--- config.mk ---
export PLATFORM = sky130hd
export DESIGN_NAME = i2c_slave_tx_controller_flat
export DESIGN_NICKNAME = d
export VERILOG_FILES = /design/src/rtl/i2c_slave_pkg.sv /design/src/rtl/i2c_slave_tx_controller_if.sv /design/src/rtl/i2c_scl_edge_detect.sv /design/src/rtl/i2c_slave_tx_controller.sv /design/src/flat_wrapper.sv
export SDC_FILE = /design/constraint.sdc
export NUM_CORES = 1
export LEC_CHECK = 0
export CAP_MARGIN = 20
export CORE_AREA = 5 5 61 63
export CTS_CLUSTER_SIZE = 16
export DETAILED_ROUTE_END_ITERATION = 6
export DIE_AREA = 0 0 66 68
export GPL_ROUTABILITY_DRIVEN = 0
export PLACE_DENSITY = 0.75
export SKIP_CTS_REPAIR_TIMING = 1
export SLEW_MARGIN = 20
export SYNTH_ARGS = -nofsm -noshare
export SYNTH_HDL_FRONTEND = slang
export SYNTH_SLANG_ARGS = --single-unit
--- constraint.sdc ---
create_clock -name clock -period 1.8 [get_ports clock]
set_clock_uncertainty 0.15 [all_clocks]
set_input_delay 0.27 -clock clock [delete_from_list [all_inputs] [get_ports clock]]
set_output_delay 0.27 -clock clock [all_outputs]
set_load 0.005 [all_outputs]
--- src/rtl/i2c_slave_pkg.sv ---
// Shared definitions for the I2C slave controllers: transmit-sequencer state
// encoding and the ACK/NACK bit values seen on SDA during the 9th clock.
package i2c_slave_pkg;

    typedef enum logic [2:0] {
        IDLE,
        FETCH,
        ARM,
        SEND,
        ACKW
    } tx_state_e;

    localparam logic I2C_ACK  = 1'b0;
    localparam logic I2C_NACK = 1'b1;

endpackage

--- src/rtl/i2c_slave_tx_controller_if.sv ---
// Bus bundle between the slave-transmit sequencer and its environment
// (address decoder, transmit byte source, byte serializer, SCL/SDA sync).
interface i2c_slave_tx_controller_if #(
    parameter int CNT_W = 8
);
    logic             start;
    logic             stop_det;
    logic             scl;
    logic             sda;
    logic             tx_valid;
    logic [7:0]       tx_data;
    logic             tx_ready;
    logic             wb_enable;
    logic             wb_data;
    logic             wb_load;
    logic             wb_finish;
    logic             scl_hold;
    logic             busy;
    logic             done;
    logic             nack;
    logic             aborted;
    logic [CNT_W-1:0] byte_cnt;

    modport slave (
        input  start, stop_det, scl, sda, tx_valid, tx_data, wb_load, wb_finish,
        output tx_ready, wb_enable, wb_data, scl_hold, busy, done, nack, aborted, byte_cnt
    );

    modport master (
        output start, stop_det, scl, sda, tx_valid, tx_data, wb_load, wb_finish,
        input  tx_ready, wb_enable, wb_data, scl_hold, busy, done, nack, aborted, byte_cnt
    );

endinterface

--- src/rtl/i2c_scl_edge_detect.sv ---
// Rising/falling edge detector on the synchronized SCL line. The history flop
// resets to 1 (idle bus level) so leaving reset with SCL high is not an edge.
module i2c_scl_edge_detect (
    input  logic clock,
    input  logic reset_n,
    input  logic scl,
    output logic rise,
    output logic fall
);

    logic scl_prev_q;
    logic scl_prev_d;

    assign scl_prev_d = scl;

    // NOTE: sequential state uses non-blocking assignments so every flop samples
    // pre-edge values regardless of block ordering.
    always_ff @(posedge clock) begin
        if (!reset_n) begin
            scl_prev_q <= 1'b1;
        end else begin
            scl_prev_q <= scl_prev_d;
        end
    end

    assign rise = !scl_prev_q && scl;
    assign fall = scl_prev_q && !scl;

endmodule

--- src/rtl/i2c_slave_tx_controller.sv ---
// Slave-transmit (master-read) sequencer: fetches bytes, drives the byte
// serializer and samples the master ACK. Underrun behaviour: I2C_SLAVE_TX_UNDERRUN_FILL_EN.
module i2c_slave_tx_controller
    import i2c_slave_pkg::*;
#(
    parameter logic [7:0] FILL_BYTE = 8'hFF,
    parameter int         CNT_W     = 8
) (
    input  logic                        clock,
    input  logic                        reset_n,
    i2c_slave_tx_controller_if.slave    bus
);

`ifdef I2C_SLAVE_TX_UNDERRUN_FILL_EN
    localparam bit UNDERRUN_FILL = 1'b1;
`else
    localparam bit UNDERRUN_FILL = 1'b0;
`endif

    tx_state_e        state_q,     state_d;
    logic [7:0]       shreg_q,     shreg_d;
    logic [CNT_W-1:0] byte_cnt_q,  byte_cnt_d;
    logic             tx_ready_q,  tx_ready_d;
    logic             wb_enable_q, wb_enable_d;
    logic             scl_hold_q,  scl_hold_d;
    logic             done_q,      done_d;
    logic             nack_q,      nack_d;
    logic             aborted_q,   aborted_d;
    logic             scl_rise,    scl_fall;

    i2c_scl_edge_detect u_scl_edge (
        .clock   (clock),
        .reset_n (reset_n),
        .scl     (bus.scl),
        .rise    (scl_rise),
        .fall    (scl_fall)
    );

    // NOTE: every variable gets a default before the case so no path infers a latch.
    always_comb begin
        state_d     = state_q;
        shreg_d     = shreg_q;
        byte_cnt_d  = byte_cnt_q;
        nack_d      = nack_q;
        aborted_d   = aborted_q;
        tx_ready_d  = 1'b0;
        wb_enable_d = 1'b0;
        scl_hold_d  = 1'b0;
        done_d      = 1'b0;

        if (state_q != IDLE && bus.stop_det) begin
            // A byte already fetched but not yet sent is simply dropped.
            state_d   = IDLE;
            aborted_d = 1'b1;
            done_d    = 1'b1;
        end else begin
            case (state_q)
                IDLE: begin
                    if (bus.start && !bus.stop_det) begin
                        byte_cnt_d = '0;
                        nack_d     = 1'b0;
                        aborted_d  = 1'b0;
                        state_d    = FETCH;
                    end
                end
                FETCH: begin
                    if (bus.tx_valid) begin
                        shreg_d    = bus.tx_data;
                        tx_ready_d = 1'b1;
                        state_d    = ARM;
                    end else if (UNDERRUN_FILL) begin
                        shreg_d = FILL_BYTE;
                        state_d = ARM;
                    end else begin
                        scl_hold_d = 1'b1;
                    end
                end
                ARM: begin
                    if (scl_fall) begin
                        wb_enable_d = 1'b1;
                        state_d     = SEND;
                    end
                end
                SEND: begin
                    if (bus.wb_load) begin
                        shreg_d = {shreg_q[6:0], 1'b0};
                    end
                    // A rise in this same cycle belongs to the 8th bit, never the ACK.
                    if (bus.wb_finish) begin
                        state_d = ACKW;
                    end
                end
                ACKW: begin
                    if (scl_rise) begin
                        if (byte_cnt_q != '1) begin
                            byte_cnt_d = byte_cnt_q + 1'b1;
                        end
                        if (bus.sda == I2C_NACK) begin
                            nack_d  = 1'b1;
                            done_d  = 1'b1;
                            state_d = IDLE;
                        end else begin
                            state_d = FETCH;
                        end
                    end
                end
                default: state_d = IDLE;
            endcase
        end
    end

    // NOTE: the shift register is reset along with the control flops so wb_data
    // reads 0 straight out of reset instead of leftover data.
    always_ff @(posedge clock) begin
        if (!reset_n) begin
            state_q     <= IDLE;
            shreg_q     <= '0;
            byte_cnt_q  <= '0;
            tx_ready_q  <= 1'b0;
            wb_enable_q <= 1'b0;
            scl_hold_q  <= 1'b0;
            done_q      <= 1'b0;
            nack_q      <= 1'b0;
            aborted_q   <= 1'b0;
        end else begin
            state_q     <= state_d;
            shreg_q     <= shreg_d;
            byte_cnt_q  <= byte_cnt_d;
            tx_ready_q  <= tx_ready_d;
            wb_enable_q <= wb_enable_d;
            scl_hold_q  <= scl_hold_d;
            done_q      <= done_d;
            nack_q      <= nack_d;
            aborted_q   <= aborted_d;
        end
    end

    assign bus.tx_ready  = tx_ready_q;
    assign bus.wb_enable = wb_enable_q;
    assign bus.wb_data   = shreg_q[7];
    assign bus.scl_hold  = scl_hold_q;
    assign bus.busy      = (state_q != IDLE);
    assign bus.done      = done_q;
    assign bus.nack      = nack_q;
    assign bus.aborted   = aborted_q;
    assign bus.byte_cnt  = byte_cnt_q;

endmodule

--- src/flat_wrapper.sv ---
// flat-port wrapper written by rule: the top's interface ports become plain ports
module i2c_slave_tx_controller_flat import i2c_slave_pkg::*;
#(
    parameter logic [7:0] FILL_BYTE = 8'hFF,
    parameter int         CNT_W     = 8
)
  (clock, reset_n, bus_start, bus_stop_det, bus_scl, bus_sda, bus_tx_valid, bus_tx_data, bus_wb_load, bus_wb_finish, bus_tx_ready, bus_wb_enable, bus_wb_data, bus_scl_hold, bus_busy, bus_done, bus_nack, bus_aborted, bus_byte_cnt);
  i2c_slave_tx_controller_if #(.CNT_W(CNT_W)) bus_i ();
  input  logic clock;
  input  logic reset_n;
  input wire logic [$bits(bus_i.start)-1:0] bus_start;
  input wire logic [$bits(bus_i.stop_det)-1:0] bus_stop_det;
  input wire logic [$bits(bus_i.scl)-1:0] bus_scl;
  input wire logic [$bits(bus_i.sda)-1:0] bus_sda;
  input wire logic [$bits(bus_i.tx_valid)-1:0] bus_tx_valid;
  input wire logic [$bits(bus_i.tx_data)-1:0] bus_tx_data;
  input wire logic [$bits(bus_i.wb_load)-1:0] bus_wb_load;
  input wire logic [$bits(bus_i.wb_finish)-1:0] bus_wb_finish;
  output wire logic [$bits(bus_i.tx_ready)-1:0] bus_tx_ready;
  output wire logic [$bits(bus_i.wb_enable)-1:0] bus_wb_enable;
  output wire logic [$bits(bus_i.wb_data)-1:0] bus_wb_data;
  output wire logic [$bits(bus_i.scl_hold)-1:0] bus_scl_hold;
  output wire logic [$bits(bus_i.busy)-1:0] bus_busy;
  output wire logic [$bits(bus_i.done)-1:0] bus_done;
  output wire logic [$bits(bus_i.nack)-1:0] bus_nack;
  output wire logic [$bits(bus_i.aborted)-1:0] bus_aborted;
  output wire logic [$bits(bus_i.byte_cnt)-1:0] bus_byte_cnt;
  assign bus_i.start = bus_start;
  assign bus_i.stop_det = bus_stop_det;
  assign bus_i.scl = bus_scl;
  assign bus_i.sda = bus_sda;
  assign bus_i.tx_valid = bus_tx_valid;
  assign bus_i.tx_data = bus_tx_data;
  assign bus_i.wb_load = bus_wb_load;
  assign bus_i.wb_finish = bus_wb_finish;
  assign bus_tx_ready = bus_i.tx_ready;
  assign bus_wb_enable = bus_i.wb_enable;
  assign bus_wb_data = bus_i.wb_data;
  assign bus_scl_hold = bus_i.scl_hold;
  assign bus_busy = bus_i.busy;
  assign bus_done = bus_i.done;
  assign bus_nack = bus_i.nack;
  assign bus_aborted = bus_i.aborted;
  assign bus_byte_cnt = bus_i.byte_cnt;
  i2c_slave_tx_controller #(.FILL_BYTE(FILL_BYTE), .CNT_W(CNT_W)) u_core (.clock(clock), .reset_n(reset_n), .bus(bus_i));
endmodule
==> results by group, run 1 <==
STA
  – Endpoints failing setup: 0
  – Final WS setup: ~0.083 ns
  – Setup TNS: 0 ns
  – Final number of hold-violating endpoints: 0
  – RSZ-0062 raised after global routing: no
  – Max Freq: 582 MHz
  – Slew Viols, Final: 0
  – Worst Tran Pin Value: around 0.4 ns
  – Slew HR: roughly three quarters
  – Final min period: roughly 1.7 ns
  – Final worst path period share: between 90% and 100%

Critical path
  – Arrival @ worst endpoint: ~1.9 ns
  – CP endpoint kind: flop
  – Worst path slowest cell: dfxtp_1
  – Setup CP Type: flop to flop
  – Origin of the critical flop-to-flop path: u_core.bus.byte_cnt[1]$_SDFFE_PN0P_
  – Crit path cell chain: ha_1 -> nand4_1 -> or2_2 -> a31oi_1 -> o221a_2
  – Setup crit start: u_core.bus.byte_cnt[1]$_SDFFE_PN0P_
  – CP required: 1.94 ns
  – Startpoint class of the critical path: flop
  – CP Max Fanout: 4
  – CP peak stage delay: 0.41 ns

Synthesis
  – Yosys cell types: 52
  – Synth Flop Type: dfxtp_1
  – Cell taking the most area after synthesis: dfxtp_1
  – Seq/Total Area, Yosys: a little over a third
  – Synth top area cells: dfxtp_1 36%, mux2i_1 6.3%, o211a_1 5.6%
  – Mapped Nets: between 150 and 200
  – Flops & latches, synth: 26
  – Yosys top cell area share: between 30% and 40%
  – Cell Area, Synth: about 1400 um^2
  – Cells after Synth: between 100 and 150
  – Synth warn: 0
  – Post-synth EDFFs: 0
  – Syn avg cell area: a little under 10 um^2
  – Async SR Flop Fraction: 0%

Worst hold path
  – Hold crit path type: flop to flop
  – Worst hold start: u_core.bus.nack$_SDFFE_PN0P_

Layout
  – Final std cells w/o fill: between 200 and 250
  – Diodes inserted: 0
  – Share of layout cells above drive strength 1: around a quarter
  – Nets: approximately 210
  – Filler cells: 298
  – Area Overhead vs Synth: 35.7%

GRT
  – Initial antenna violation count: 0
  – Total congestion overflow: 0
  – Total GRT Usage: between 10% and 20%
  – First-pass GRT wire length: between 5000 and 6000 um
  – Vias in the first global route: 1275
  – Largest net degree at the start of global routing: 17

Route
  – Routed len/inst: 14.1 um
  – DRC viols: 0
  – TritonRoute pass-1 iters: 4
  – Final antenna-violating net count: 0
  – Via density: roughly 5.5
  – Iter 0 DRT Violations: 84
  – Vias: ~1300
  – Overall routed net length: ~3400 um

Placed design
  – Placed cells: ~230
  – Worst slack at placement: -0.168 ns
  – Port bufs: 32
  – Post-DP HPWL: 2560 um

Floorplan
  – Rows: 21
  – Initial core utilization: approximately 45%
  – IO Count: 33
  – Die width: roughly 66 um
  – Core ar.: between 3000 and 4000 um^2
  – Die Y: a little under 70 um
  – Die area: approximately 4500 um^2

Run status
  – Outcome: finished, final reports clean

CTS
  – Clock latency on the worst-skew pair: between 0.3 and 0.4 ns
  – TritonCTS clock tree: yes
  – Clock transition at path regs: ~0.15 ns
  – Clock tree buffer depth: 2
  – Root Driver: clkbuf_4
  – Number of buffers created by CTS: 3
  – H-tree depth: 1
  – Clock sink count: 26

Power and ir drop
  – Final Power: between 1500 and 2000 uW
  – Max IR drop VDD: ~0.0004 V
  – Pleak: 0.000863 uW
  – Power per standard cell area: slightly above 800 nW/um^2

Run
  – MaxCap Viol Count: 0
## synth_stat cells, drive strengths merged (2+ instances only)
| cell type | instances |
|---|---|
| a21oi | 4 |
| nor2 | 6 |
| o21a | 3 |
| dfxtp | 26 |
| nand4b | 3 |
| nor3 | 4 |
| nand2b | 4 |
| buf | 7 |
| nor2b | 3 |
| o21ai | 6 |
| inv | 3 |
| o211a | 8 |
| nor3b | 3 |
| nand3b | 2 |
| a31oi | 4 |
| mux2i | 9 |
| nor4 | 3 |
| a21boi | 3 |
| clkbuf | 2 |
| nand3 | 5 |
| o22ai | 2 |
| nand2 | 20 |
## layer usage
layer | share of wire (%) | global-route usage [%] | up-vias | wire length (um)
li1 | - | - | 639 | -
met1 | 44 | 18.7 | 618 | 1460
met2 | 49 | 28.0 | 40 | 1630
met3 | 6.4 | 3.78 | 7 | 213
met4 | 1.2 | 4.57 | 0 | 40
met5 | 0 | 0 | - | 0
## path summary, 6_finish.rpt
| check | endpoint | slack [ns] | cells past startpoint |
|---|---|---|---|
| max | u_core.bus.byte_cnt[5]$_SDFFE_PN0P_ | 0.08 | 5 |
| min | u_core.bus.nack$_SDFFE_PN0P_ | 0.31 | 2 |
| max reg2reg | u_core.bus.byte_cnt[5]$_SDFFE_PN0P_ | 0.08 | 5 |
| min reg2reg | u_core.bus.nack$_SDFFE_PN0P_ | 0.31 | 2 |
## cells in the final DEF (no fill, tap or decap), types with 4 or more instances in the layout
master,Yosys,layout
o21ai_0,5,4
o211a_1,8,8
nor2_1,6,6
nand3_1,5,5
dfxtp_2,0,7
dfxtp_1,26,18
clkdlybuf4s50_1,0,30
nand2_1,18,18
buf_4,3,15
nand2b_1,4,4
mux2i_1,9,9
a31oi_1,4,4
a21oi_1,4,4
## sequential cells by signal (all words and copies together) (netlist names)
name and flops:
u_core.shreg_q 8, u_core.bus.aborted 1, u_core.u_scl_edge.scl_prev_q 1, u_core.bus.scl_hold 1
u_core.bus.done 1, u_core.bus.wb_enable 1, u_core.bus.nack 1, u_core.bus.tx_ready 1
u_core.state_q 3, u_core.bus.byte_cnt 8
## cell type report
cell class                      count  area (um^2)  share of cell area [%]
Multi-Input combinational cell    111          832                    42.8
Sequential cell                    26          533                    27.4
Timing Repair Buffer               48          458                    23.6
Tap cell                           46         57.6                    2.96
Clock inverter                      1         30.0                    1.54
Clock buffer                        3         22.5                    1.16
Inverter                            3         11.3                   0.579
## report_power, final
part | switching [uW] | leakage, uW | internal, uW
Combinational | 255 | 0.000620 | 260
Sequential | 36.8 | 0.000215 | 628
Clock | 181 | 0.0000279 | 225
## through the flow
step	util, %	instance area, um^2	hold slack, ns
after detailed placement	58.7	1870	0.291
after CTS	60.4	1920	0.311
after floorplan	-	1430	0.192
final	61.2	1940	0.308
after global placement	58.7	1870	0.289
after global routing	61.2	1940	0.324
## worst max-delay path: cells and delay by family, from the launching register on
| kind | cells | cell delay (ns) |
|---|---|---|
| AND/OR/NAND/NOR | 2 | 0.53 |
| adder cells (fa/ha/maj) | 1 | 0.19 |
| flip-flops | 1 | 0.41 |
| AO/OA/AOI/OAI | 2 | 0.40 |
## kinds of logic after synthesis
family,after synthesis,synth area share [%]
AOI/OAI and AO/OA,40,23.7
adders and majority gates,1,0.873
buffers and inverters,12,5.59
DFF,26,36.3
muxes,9,6.29
and+or+nand+nor,61,27.2
Power figures use the tool's default switching activity.
==> run 2: changes to the inputs <==
--- a/config.mk
+++ b/config.mk
@@ -11,8 +11,10 @@
 export DETAILED_ROUTE_END_ITERATION = 6
 export DIE_AREA = 0 0 66 68
 export GPL_ROUTABILITY_DRIVEN = 0
+export GPL_TIMING_DRIVEN = 0
 export PLACE_DENSITY = 0.75
 export SKIP_CTS_REPAIR_TIMING = 1
+export SKIP_LAST_GASP = 1
 export SLEW_MARGIN = 20
 export SYNTH_ARGS = -nofsm -noshare
 export SYNTH_HDL_FRONTEND = slang
==> run 2 against run 1 <==
First-iteration DRC count fell by 65%. Sequential power decreased by 2%. Cell area is 4.8% lower. Core utilization shrank 3.0 points. Via count decreased by 4.9%. Die area unchanged. Critical path depth decreased by 2.
==> results by group, run 2 (synthesis results as in run 1) <==
Route
  – Via density: roughly 5.4
  – Iter 0 DRT Violations: 29
  – DRC viols: 0
  – Vias: approximately 1200
  – Routed len/inst: between 10 and 15 um
  – Overall routed net length: approximately 3100 um
  – TritonRoute pass-1 iters: 4
  – Final antenna-violating net count: 0

Critical path
  – WP buf/inv: 2
  – CP peak stage delay: about 0.38 ns
  – Kind of cell adding the most delay to the critical path: simple AND/OR/NAND/NOR gates
  – Setup CP Type: flop to primary output
  – Worst path slowest cell: or3_4
  – CP Max Fanout: 10
  – Reg2Reg Setup Slack: roughly 0.11 ns
  – Crit path cell chain: buf_6 -> or3_4 -> dlymetal6s2s_1
  – CP endpoint kind: primary output
  – Startpoint class of the critical path: flop
  – Reg2Reg Depth: 6
  – Arrival @ worst endpoint: 1.36 ns
  – CP required: 1.38 ns
  – Reg2reg end: u_core.shreg_q[7]$_SDFFE_PN0P_
  – Origin of the critical flop-to-flop path: u_core.state_q[0]$_SDFFE_PP0P_

CTS
  – Clock sink count: 26
  – Clock tree buffer depth: 2
  – Number of buffers created by CTS: 3
  – Clock transition at path regs: 0.14 ns
  – H-tree depth: 1
  – Clock latency on the worst-skew pair: approximately 0.32 ns
  – Root Driver: clkbuf_4
  – TritonCTS clock tree: yes

GRT
  – Initial antenna violation count: 0
  – Total congestion overflow: 0
  – Total GRT Usage: ~16%
  – Vias in the first global route: 1222
  – Largest net degree at the start of global routing: 14
  – First-pass GRT wire length: 5520 um

STA
  – Slew HR: about two thirds
  – Slew Viols, Final: 0
  – Worst Tran Pin Value: 0.506 ns
  – Max Freq: roughly 560 MHz
  – Endpoints failing setup: 0
  – RSZ-0062 raised after global routing: yes
  – Final number of hold-violating endpoints: 0
  – Final min period: 1.78 ns
  – Worst hold slack: approximately 0.15 ns
  – Final worst path period share: 98.7%

Floorplan
  – Core ar.: around 3200 um^2
  – Die area: approximately 4500 um^2
  – Die Y: roughly 70 um
  – IO Count: 33
  – Die width: 66 um
  – Rows: 21
  – Initial core utilization: a little under half

Power and ir drop
  – Pleak: about 0.00078 uW
  – Final Power: ~1400 uW
  – Max IR drop VDD: 0.000357 V
  – Power per standard cell area: roughly 750 nW/um^2

Placed design
  – Post-Place Cell Area: 1800 um^2
  – Port bufs: 31
  – Post-DP HPWL: 2350 um

Layout
  – Share of layout cells above drive strength 1: between 10% and 20%
  – Final Instance Area: between 1500 and 2000 um^2
  – Filler cells: about 300
  – Diodes inserted: 0
  – Register Area: between 500 and 600 um^2
  – Commonest non-fill, non-tap cell in the layout: clkdlybuf4s50_1
  – Most frequent cells in the layout: 29 x clkdlybuf4s50_1, 18 x nand2_1, 18 x dfxtp_1
  – Final core utilization: between 50% and 60%
  – Nets: between 200 and 250
  – Area of the multi-input gates: ~850 um^2
  – Area Overhead vs Synth: 29.2%

Worst hold path
  – Hold Crit Depth: 3
  – Hold crit path type: input pin to flop
  – Hold Path End: u_core.state_q[1]$_SDFFE_PP0P_
  – Worst hold start: reset_n

Run
  – MaxCap Viol Count: 0

Run status
  – Outcome: finished, final reports clean
-- run 2: worst reg2reg max path: stages (launching register included) --
cell	delay (ns)
dfxtp_2	0.35
buf_6	0.14
inv_1	0.12
nor4_4	0.46
buf_6	0.20
nand2_1	0.05
o211a_1	0.11
-- run 2: routing by layer --
layer	track usage, %	part of all wire, %
met1	20.1	48
met2	26.0	46
met3	3.28	4.7
met4	6.09	0.67
met5	0	0
-- run 2: worst max path at each step --
| stage | to | cells past startpoint | startpoint | slack (ns) |
|---|---|---|---|---|
| global placement | u_core.bus.byte_cnt[4]$_SDFFE_PN0P_ | 5 | bus_stop_det | -0.30 |
| floorplan | u_core.bus.byte_cnt[3]$_SDFFE_PN0P_ | 5 | u_core.bus.byte_cnt[0]$_SDFFE_PN0P_ | 0.1 |
| global route | bus_busy | 3 | u_core.state_q[0]$_SDFFE_PP0P_ | -0.02 |
| detailed placement | u_core.bus.byte_cnt[4]$_SDFFE_PN0P_ | 5 | bus_stop_det | -0.33 |
| finish | bus_busy | 3 | u_core.state_q[0]$_SDFFE_PP0P_ | 0.02 |
| CTS | bus_busy | 4 | u_core.state_q[0]$_SDFFE_PP0P_ | -0.36 |
-- run 2: power by group --
part           switching, uW  total [uW]  internal [uW]
Sequential              27.4         653            626
Clock                    167         245           78.3
Combinational            255         498            242
Total                    449        1400            947
-- run 2: layout make-up --
cell class | count | area share [%]
plain buffers | 8 | 3.31
clock buffers | 3 | 1.22
inverters | 3 | 0.609
multi-input cells | 111 | 45.9
flip-flops and latches | 26 | 28.8
well taps | 46 | 3.11
repair buffers | 31 | 17.0
-- run 2: through the flow --
stage                     std cells  setup WS, ns  TNS (ns)
final                           228        0.0233         0
after CTS                       229        -0.357    -0.404
after global placement          226        -0.295     -3.83
after floorplan                 149        0.0961         0
after global routing            228       -0.0224   -0.0224
after detailed placement        226        -0.332     -4.22
==> run 3: changes to the inputs <==
==> constraint.sdc (replaced) <==
create_clock -name clock -period 2 [get_ports clock]
set_clock_uncertainty 0.15 [all_clocks]
set_input_delay 0.3 -clock clock [delete_from_list [all_inputs] [get_ports clock]]
set_output_delay 0.3 -clock clock [all_outputs]
set_load 0.005 [all_outputs]
==> run 3 against run 2 <==
Critical path depth rose by 1. Setup slack improved by 0.095 ns. Combinational power fell by 6.4%. Cell count rose by 0.44%. Via count fell by 0.73%. First-iteration DRC count rose by 6.9%. Core utilization fell by 0.55 points. Critical path type unchanged.
==> results by group, run 3 (synthesis results as in run 1) <==
Run status
  – Outcome: finished, final reports clean

Critical path
  – Crit path cell chain: buf_4 -> or3_4 -> buf_6 -> dlymetal6s2s_1
  – CP Max Fanout: 10
  – Reg2Reg Setup Slack: around 0.26 ns
  – Arrival @ worst endpoint: 1.43 ns
  – Startpoint class of the critical path: flop
  – Kind of cell adding the most delay to the critical path: buffers and inverters
  – Worst path slowest cell: or3_4
  – CP required: between 1.5 and 2 ns
  – Reg2reg end: u_core.bus.byte_cnt[5]$_SDFFE_PN0P_
  – WP buf/inv: 3
  – CP endpoint kind: primary output
  – Setup crit start: u_core.state_q[0]$_SDFFE_PP0P_
  – CP peak stage delay: about 0.33 ns
  – Worst path depth: 4
  – CP endpoint: bus_busy
  – Origin of the critical flop-to-flop path: u_core.bus.byte_cnt[0]$_SDFFE_PN0P_
  – Setup CP Type: flop to primary output
  – Reg2Reg Depth: 5

Power and ir drop
  – Max IR drop VDD: between 0.0003 and 0.0004 V
  – Final Power: 1270 uW
  – Pleak: between 0.0007 and 0.0008 uW
  – Power per standard cell area: just under 700 nW/um^2

STA
  – Endpoints failing setup: 0
  – Slew HR: between 60% and 70%
  – Final number of hold-violating endpoints: 0
  – Setup TNS: 0 ns
  – Worst Tran Pin Value: 0.498 ns
  – Max Freq: 532 MHz
  – Final WS setup: around 0.12 ns
  – Slew Viols, Final: 0
  – Final worst path period share: between 90% and 100%
  – Final min period: around 1.9 ns
  – RSZ-0062 raised after global routing: no

Layout
  – Nets: between 200 and 250
  – Final std cells w/o fill: ~230
  – Commonest non-fill, non-tap cell in the layout: clkdlybuf4s50_1
  – Final Instance Area: roughly 1800 um^2
  – Area Overhead vs Synth: 27.9%
  – Most frequent cells in the layout: 30 x clkdlybuf4s50_1, 26 x dfxtp_1, 18 x nand2_1
  – Diodes inserted: 0
  – Share of layout cells above drive strength 1: 15.8%

GRT
  – Vias in the first global route: ~1200
  – Total GRT Usage: between 10% and 20%
  – Total congestion overflow: 0
  – Initial antenna violation count: 0
  – Largest net degree at the start of global routing: 14
  – First-pass GRT wire length: roughly 5500 um

CTS
  – Number of buffers created by CTS: 3
  – H-tree depth: 1
  – Clock latency on the worst-skew pair: about 0.32 ns
  – Clock transition at path regs: ~0.14 ns
  – Clock tree buffer depth: 2
  – TritonCTS clock tree: yes
  – Clock sink count: 26
  – Root Driver: clkbuf_4

Floorplan
  – Initial core utilization: between 40 and 50%
  – Die width: 66 um
  – IO Count: 33
  – Core ar.: about 3200 um^2
  – Die Y: a little under 70 um
  – Die area: 4490 um^2
  – Rows: 21

Route
  – DRC viols: 0
  – Overall routed net length: roughly 3100 um
  – Metal2 WL: about 1400 um
  – Vias: about 1200
  – TritonRoute pass-1 iters: 4
  – Final antenna-violating net count: 0
  – Routed len/inst: approximately 14 um
  – Iter 0 DRT Violations: 31
  – Highest routed layer: met4
  – Met1 Routed Length: about 1500 um
  – Metal3 WL: ~120 um
  – Via density: 5.38

Worst hold path
  – Hold crit path type: input pin to flop

Run
  – MaxCap Viol Count: 0

Placed design
  – Port bufs: 31
  – Post-Place Cell Area: 1800 um^2
  – Worst slack at placement: -0.162 ns
  – Post-DP HPWL: 2350 um
  – Placed cells: about 230
run 3: cell count changes in the layout (fill, tap and decap cells not counted):
cell             change
buf_4                +1
clkdlybuf4s50_1      +1
dfxtp_1              +8
dfxtp_2              -7
dfxtp_4              -1
dlymetal6s2s_1       -1
ha_2                 +1
ha_4                 -1
run 3: stage by stage:
stage | hold WS (ns) | util (%)
floorplan | 0.222 | -
global placement | 0.288 | 56.6
detailed placement | 0.290 | 56.6
CTS | 0.175 | 57.3
global route | 0.182 | 57.7
finish | 0.183 | 57.7
run 3: layout make-up:
class | instances | area (um^2)
flip-flops and latches | 26 | 520
plain buffers | 9 | 68.8
fillers | 305 | 1350
repair buffers | 31 | 313
inverters | 3 | 11.3
multi-input cells | 111 | 840
well taps | 46 | 57.6
clock buffers | 3 | 22.5
run 3: how the worst min path moves through the flow:
stage                                  from  slack (ns)                               to  cells past startpoint
5_1_grt                             reset_n        0.18  u_core.bus.wb_enable$_SDFF_PP0_                      3
3_3_place_gp   u_core.bus.nack$_SDFFE_PN0P_        0.29     u_core.bus.nack$_SDFFE_PN0P_                      2
4_1_cts                             reset_n        0.17   u_core.state_q[1]$_SDFFE_PP0P_                      3
6_report                            reset_n        0.18   u_core.state_q[1]$_SDFFE_PP0P_                      3
3_5_place_dp   u_core.bus.nack$_SDFFE_PN0P_        0.29     u_core.bus.nack$_SDFFE_PN0P_                      2
2_1_floorplan                  bus_tx_valid        0.22   u_core.bus.scl_hold$_SDFF_PP0_                      1
run 3: worst min-delay path, delay by kind of cell:
kind | cells | cell delay [ns]
simple gates | 2 | 0.17
buf+inv | 1 | 0.15
run 3: report_power, final:
part	internal, uW	leakage, uW	switching [uW]
clock network	70.4	0.0000138	149
registers	563	0.000211	23.2
logic	232	0.000549	234
total	866	0.000774	406
run 3: layer usage:
layer	track usage [%]	vias up
met5	0	-
met4	6.09	0
met3	3.28	2
met2	26.0	21
met1	20.1	583
li1	-	625
